### src/rtl/change_dispenser.sv
// Coin payout stage: queues change amounts and pays them out one coin at a time,
// high-value coin first, handshaking each drop with the hopper sensor.
module change_dispenser #(
  parameter int AMT_W       = 6,
  parameter int COIN_HI     = 10,
  parameter int COIN_LO     = 5,
  parameter int STOCK_HI0   = 8,
  parameter int STOCK_LO0   = 8,
  parameter int PULSE_CYC   = 4,
  parameter int TIMEOUT_CYC = 200
) (
  input  logic             clk,
  input  logic             rst,
  input  logic [AMT_W-1:0] change_in,
  input  logic             coin_ack,
  input  logic             refill_hi,
  input  logic             refill_lo,
  input  logic             clear_fault,
  output logic             eject_hi,
  output logic             eject_lo,
  output logic             busy,
  output logic [AMT_W-1:0] owed,
  output logic             fault
);

  typedef enum logic [2:0] {
    S_IDLE, S_SELECT, S_EJECT, S_WAIT_ACK, S_FAULT
  } state_e;

  localparam logic [AMT_W:0]   HI_V       = (AMT_W+1)'(COIN_HI);
  localparam logic [AMT_W:0]   LO_V       = (AMT_W+1)'(COIN_LO);
  localparam logic [AMT_W-1:0] AMT_MAX    = '1;
  localparam logic [3:0]       STK_HI0    = 4'(STOCK_HI0);
  localparam logic [3:0]       STK_LO0    = 4'(STOCK_LO0);
  localparam logic [7:0]       PULSE_LAST = 8'(PULSE_CYC - 1);
  localparam logic [7:0]       TO_LAST    = 8'(TIMEOUT_CYC - 1);

  state_e           state_q, state_d;
  logic [AMT_W-1:0] pending_q, pending_d;
  logic [3:0]       stock_hi_q, stock_hi_d;
  logic [3:0]       stock_lo_q, stock_lo_d;
  logic             sel_hi_q, sel_hi_d;
  logic [7:0]       cnt_q, cnt_d;

  logic             ack_ok;
  logic [AMT_W:0]   pend_ext;
  logic [AMT_W:0]   paid;
  logic [AMT_W:0]   sum;

  // Pending never drops below the coin in flight (a coin is only chosen when
  // pending covers it), so the subtraction cannot wrap; only the top needs clamping.
  always_comb begin
    ack_ok    = (state_q == S_WAIT_ACK) && coin_ack;
    pend_ext  = {1'b0, pending_q};
    paid      = ack_ok ? (sel_hi_q ? HI_V : LO_V) : '0;
    sum       = pend_ext + {1'b0, change_in} - paid;
    pending_d = sum[AMT_W] ? AMT_MAX : sum[AMT_W-1:0];
  end

  // Refill wins over a same-cycle ack: the tube is full again either way.
  always_comb begin
    stock_hi_d = stock_hi_q;
    stock_lo_d = stock_lo_q;
    if (refill_hi)                  stock_hi_d = STK_HI0;
    else if (ack_ok && sel_hi_q)    stock_hi_d = stock_hi_q - 4'd1;
    if (refill_lo)                  stock_lo_d = STK_LO0;
    else if (ack_ok && !sel_hi_q)   stock_lo_d = stock_lo_q - 4'd1;
  end

  always_comb begin
    state_d  = state_q;
    sel_hi_d = sel_hi_q;
    cnt_d    = cnt_q;
    case (state_q)
      S_IDLE: begin
        if (pending_q != '0) state_d = S_SELECT;
      end
      S_SELECT: begin
        cnt_d = '0;
        if (pend_ext >= HI_V && stock_hi_q != '0) begin
          state_d  = S_EJECT;
          sel_hi_d = 1'b1;
        end else if (pend_ext >= LO_V && stock_lo_q != '0) begin
          state_d  = S_EJECT;
          sel_hi_d = 1'b0;
        end else if (pending_q == '0) begin
          state_d = S_IDLE;
        end else begin
          state_d = S_FAULT;
        end
      end
      S_EJECT: begin
        if (cnt_q == PULSE_LAST) begin
          state_d = S_WAIT_ACK;
          cnt_d   = '0;
        end else begin
          cnt_d = cnt_q + 8'd1;
        end
      end
      S_WAIT_ACK: begin
        // An ack on the last allowed cycle still counts as a delivered coin.
        if (coin_ack) begin
          state_d = S_SELECT;
          cnt_d   = '0;
        end else if (cnt_q == TO_LAST) begin
          state_d = S_FAULT;
          cnt_d   = '0;
        end else begin
          cnt_d = cnt_q + 8'd1;
        end
      end
      S_FAULT: begin
        if (clear_fault) state_d = S_SELECT;
      end
      default: state_d = S_IDLE;
    endcase
  end

  always_ff @(posedge clk) begin
    if (rst) begin
      state_q    <= S_IDLE;
      pending_q  <= '0;
      stock_hi_q <= STK_HI0;
      stock_lo_q <= STK_LO0;
      sel_hi_q   <= 1'b0;
      cnt_q      <= '0;
    end else begin
      state_q    <= state_d;
      pending_q  <= pending_d;
      stock_hi_q <= stock_hi_d;
      stock_lo_q <= stock_lo_d;
      sel_hi_q   <= sel_hi_d;
      cnt_q      <= cnt_d;
    end
  end

  assign eject_hi = (state_q == S_EJECT) &&  sel_hi_q;
  assign eject_lo = (state_q == S_EJECT) && !sel_hi_q;
  assign busy     = (state_q != S_IDLE);
  assign fault    = (state_q == S_FAULT);
  assign owed     = pending_q;

endmodule

### config.mk
export PLATFORM = sky130hd
export DESIGN_NAME = change_dispenser
export DESIGN_NICKNAME = d
export VERILOG_FILES = /design/src/rtl/change_dispenser.sv
export SDC_FILE = /design/constraint.sdc
export NUM_CORES = 1
export LEC_CHECK = 0
export BUFFER_PORTS_ARGS = -buffer_cell sky130_fd_sc_hd__buf_2
export CAP_MARGIN = 25
export CORE_ASPECT_RATIO = 1.1
export CORE_MARGIN = 4
export CORE_UTILIZATION = 55
export DETAILED_ROUTE_END_ITERATION = 16
export GPL_TIMING_DRIVEN = 0
export PLACE_DENSITY = 0.77
export SLEW_MARGIN = 20
export SYNTH_ARGS = -nofsm -noshare
export SYNTH_HDL_FRONTEND = slang
export SYNTH_SLANG_ARGS = --single-unit
export TNS_END_PERCENT = 1
### constraint.sdc
create_clock -name clk -period 4.4 [get_ports clk]
set_clock_uncertainty 0.2 [all_clocks]
set_input_delay 0.22 -clock clk [delete_from_list [all_inputs] [get_ports clk]]
set_output_delay 0.22 -clock clk [all_outputs]
set_load 0.01 [all_outputs]
After elaboration in Yosys (flattened, before gate mapping)
Index checks and enable logic that the tools add are counted.
{ "totals": {"out_inout_bits": 10, "wordCells": 61, "in_bits": 12, "regBits": 26} }
{ "op_classes": {"addsub": 5, "reduce_logical": 20, "eq_ne": 10, "n_mux": 18, "magnitude_cmp": 2} }
{ "ops": {"columns": ["op", "count"], "rows": [
  ["$mux 3", 8],
  ["$mux 8", 3],
  ["$pmux 8 s3", 1],
  ["$pmux 3 s5", 1],
  ["$add 8x1->8 const B", 1],
  ["$eq 8x2->1 const B", 1],
  ["$eq 8x8->1 const B", 1],
  ["$mux 4", 2],
  ["$reduce_bool 4->1", 2],
  ["$sub 4x1->4 const B", 2],
  ["$add 6x6->7", 1],
  ["$logic_and 1x1->1", 7],
  ["$sub 7x4->7", 1],
  ["$eq 3x2->1 const B", 2],
  ["$ge 6x3->1 const B", 1],
  ["$ge 6x4->1 const B", 1],
  ["$logic_not 6->1", 1],
  ["$mux 6", 1],
  ["$ne 2x2->1 const B", 3],
  ["$reduce_bool 3->1", 2],
  ["$reduce_bool 6->1", 1],
  ["$reduce_and 4->1", 1],
  ["$reduce_or 2->1", 2],
  ["$eq 3x1->1 const B", 1],
  ["7 further kinds", 8]
]} }

Logic depth before layout (Yosys ltp)
{ "depth": {"word_depth": 5, "mapped_depth": 11, "ltp_nobuf": 11} }

Least setup slack after synthesis
Ideal clock, no wire load.
{ "synth_timing": {"path_type": "register -> register", "start": "reg state_q[1]", "end": "reg pending_q[0] (netlist: owed[0])", "slack_ns": 1.273, "required_ns": 4.068, "stages_incl_launch_ff": 11, "period_less_slack_ns": 3.127, "t_arrival_ns": 2.794, "path_cell_list": "dfxtp_1 -> nand2_2 -> or3_1 -> buf_2 -> fa_1 -> fa_1 -> a211oi_1 -> o21bai_1 -> a21oi_1 -> xor2_1 -> a21oi_1"} }
{ "synth_between": {"elab_chain_cells": 5} }
{ "synth_lines": {"columns": ["item", "line_no", "rtl"], "rows": [
  ["from (decl)", "38", "state_e state_q, state_d;"],
  ["from (signal assigned)", "128", "state_q <= state_d;"],
  ["$eq 3x2->1", "53", "ack_ok = (state_q == S_WAIT_ACK) && coin_ack;"],
  ["$logic_and 1x1->1", "53", null],
  ["$mux 4", "55", "paid = ack_ok ? (sel_hi_q ? HI_V : LO_V) : '0;"],
  ["$sub 7x4->7", "56", "sum = pend_ext + {1'b0, change_in} - paid;"],
  ["$mux 6", "57", "pending_d = sum[AMT_W] ? AMT_MAX : sum[AMT_W-1:0];"],
  ["to (signal assigned)", "129", "pending_q <= pending_d;"],
  ["to (decl)", "39", "logic [AMT_W-1:0] pending_q, pending_d;"]
]} }
Every way passes these cells.
A chain may end at the register's enable or synchronous reset.

Worst setup path in the final report
{ "layout_timing": {"start": "reg state_q[1]", "end": "reg pending_q[5] (netlist: owed[5])"} }
The elaborated chain is that of the path after synthesis.

==> run metrics <==
ANT nets after route=0; CP Max Fanout=7; Slew headroom=0.551; synthesized instance count=187; Hold Path Depth=4; post-synthesis simple-gate area fraction=0.201; Register Area=520 sq um; clk sinks=26; Max VDD drop=372 uV; Switching Fraction=0.451; post-synthesis compound-gate area fraction=0.224; Final min period=3530 ps; Async SR Flop Fraction=0; IO Pins=22; nets=242; Via density=5.77; number of H-tree levels=1; Post CTS Setup Buffer Count=0; Pint=0.000581 W; largest family of logic cells by synthesized area=compound AO/OA/AOI/OAI gates; max incr delay on CP=500 ps; global-route wire length before repair=5630 microns; gr ovfl total=0; Core ar.=0.00278 sq mm; P_leak=0.759 nW; Area Growth Syn to Fin=12.0%; Avg Cell Area, Syn=8.63 sq um; Residual DRC=0; Startpoint Class=flop; post_cts resized=0; Die Y=64.8 microns; Power Density=585 mW/mm^2; EDFF count, synth=0; mapped cell area=0.00161 sq mm; Seq cells post-synth=26; proportion of synthesized area in mux cells=0; Clock Tree Root=clkbuf_4; post-synth top area share=0.322; Worst R2R Path Depth=10; clock latency on the worst-skew pair=310 ps; crit path DAT=3510 ps; Ant. Diodes=0; combinational share of power=0.585; routed length per instance=13.9 microns; die area=0.00387 sq mm; final period utilization=0.802; post-synthesis cell type count=40; max-slew violations=0; Bufs on Longest Clock Path=2; clock network fraction of total power=0.091; commonest non-fill, non-tap cell in the layout=dfxtp_1; CP Cell Sequence=nand2_2 -> or3_1 -> buf_2 -> fa_1 -> fa_1 -> a211oi_1 -> o21bai_1 -> a21oi_1 -> xor2_1 -> a21oi_1; fill count=264; hold_buf cts=3; critical path required time=4380 ps; xor-xnor portion of the synthesized cell area=0.0705; setup TNS=0 ps; via count=1419; Crit Path Class=reg -> reg; gr usage total=0.181; largest cells by area after synthesis=dfxtp_1, ha_1, a21oi_1, inv_1, xor2_1; Switch Pwr=0.000477 W; footprint of the multi-input gates=0.00101 sq mm; vias in the first global route=1356; part of the power in registers=0.325; hold slack=71.1 ps; post-synthesis adder-cell area fraction=0.130; Hold Crit Class=in -> reg; share of cells above drive strength 1=0.160; YS warnings=0; post-synth top area cell=dfxtp_1; Initial Util=0.581; Top FF cell, synth=dfxtp_1; RSZ-0062 raised after global routing=no; most frequent cells in the layout=dfxtp_1, buf_2, a21oi_1; Critical Path Stages=10; initial antenna violation count=0; maxcap violations=0; Site Rows=20; Setup crit end kind=flop; die width=59.7 microns; port buffer count=20; 1st-iter DRT viols=54; Worst-path clk slew=130 ps; GPL Wtd Cong=0.862; Synthesized Nets=214; Final Hold Viols=0; Critical-path top delay cell=fa_1; Seq/Total Area, Yosys=0.322; status=completed; measured slew at the worst slew-check pin=670 ps; Max Freq=0.284 GHz; HPWL after detailed placement=2640 microns; Crit path max-delay family=adder cells; endpoints failing setup=0; CTS tree=built; CTS Buf Count=3; Worst Path Buf+Inv=1; total iterations of the first detailed-routing run=4; total wire length=3430 microns; largest net degree at the start of global routing=14
==> logic make-up (layout without fill, tap and decap cells) <==
kind of cell / Yosys count / after routing
compound gates: 53 / 53
xor+xnor: 13 / 13
fa+ha+maj: 15 / 15
buf+inv: 22 / 48
flops: 26 / 26
simple gates: 58 / 58
==> synthesized netlist by cell type, types with 2 or more instances <==
cell / n
xnor2_1: 6
nand3_1: 2
and2_1: 3
dfxtp_1: 26
nand2b_1: 2
nor4b_1: 2
clkbuf_1: 4
a21o_1: 5
a22oi_1: 2
a211oi_1: 3
fa_1: 3
nand2_1: 11
o21bai_1: 3
ha_1: 12
inv_1: 17
a21oi_1: 19
a311oi_1: 6
xor2_1: 7
or3_1: 4
and3_1: 3
nor3_1: 7
o21ai_0: 8
nor2_1: 15
==> per-stage QoR <==
stage / area (sq um) / worst slack, ps / power [W] / instances / util
after CTS: 1810 / 874 / 0.00106 / 246 / 0.651
after floorplan: 1610 / 1270 / 0.000804 / 187 / -
after global placement: 1760 / 976 / 0.000939 / 240 / 0.632
final: 1810 / 873 / 0.00106 / 246 / 0.651
after global routing: 1810 / 599 / 0.00115 / 246 / 0.651
after detailed placement: 1760 / 910 / 0.000961 / 240 / 0.632
==> layout make-up <==
type | count | area share
buffer | 5 | 0.0111
clock buffer | 3 | 0.0125
inverter | 17 | 0.0353
multi-input combinational | 139 | 0.558
sequential | 26 | 0.288
tap | 33 | 0.0228
timing repair buffer | 23 | 0.0720
==> power by group through the flow <==
stage          registers [W]  logic [W]  clock network [W]
5_1_grt             0.000351   0.000693           0.000110
3_3_place_gp        0.000345   0.000594                  0
3_5_place_dp        0.000347   0.000614                  0
2_1_floorplan       0.000350   0.000454                  0
6_report            0.000344   0.000619          0.0000961
4_1_cts             0.000342   0.000621          0.0000991
==> final timing paths <==
kind | end | slack (ps) | startpoint
setup / recovery | owed[5]$_SDFF_PP0_ | 870 | state_q[1]$_SDFFE_PP0P_
hold / removal | owed[0]$_SDFF_PP0_ | 70 | change_in[0]
setup reg to reg | owed[5]$_SDFF_PP0_ | 870 | state_q[1]$_SDFFE_PP0P_
hold reg to reg | stock_hi_q[3]$_SDFFE_PP1P_ | 310 | stock_hi_q[3]$_SDFFE_PP1P_
==> worst min-delay path: cells and delay by family <==
| kind | cells | cell delay (ps) |
|---|---|---|
| buffers and inverters | 2 | 120 |
| AO/OA/AOI/OAI | 1 | 100 |
| adder cells (fa/ha/maj) | 1 | 120 |
==> state kept, by name (all words and copies together), names as in the netlist <==
signal      flops
stock_hi_q      4
cnt_q           8
stock_lo_q      4
state_q         3
sel_hi_q        1
owed            6
==> per-layer routing <==
layer | track usage | share of wire | vias up
met3 | 0.0179 | 0.037 | 6
met5 | 0 | 0 | -
met1 | 0.218 | 0.44 | 661
met2 | 0.324 | 0.51 | 29
met4 | 0.0609 | 0.015 | 0
li1 | - | - | 723
(Power assumes the default switching activity.)
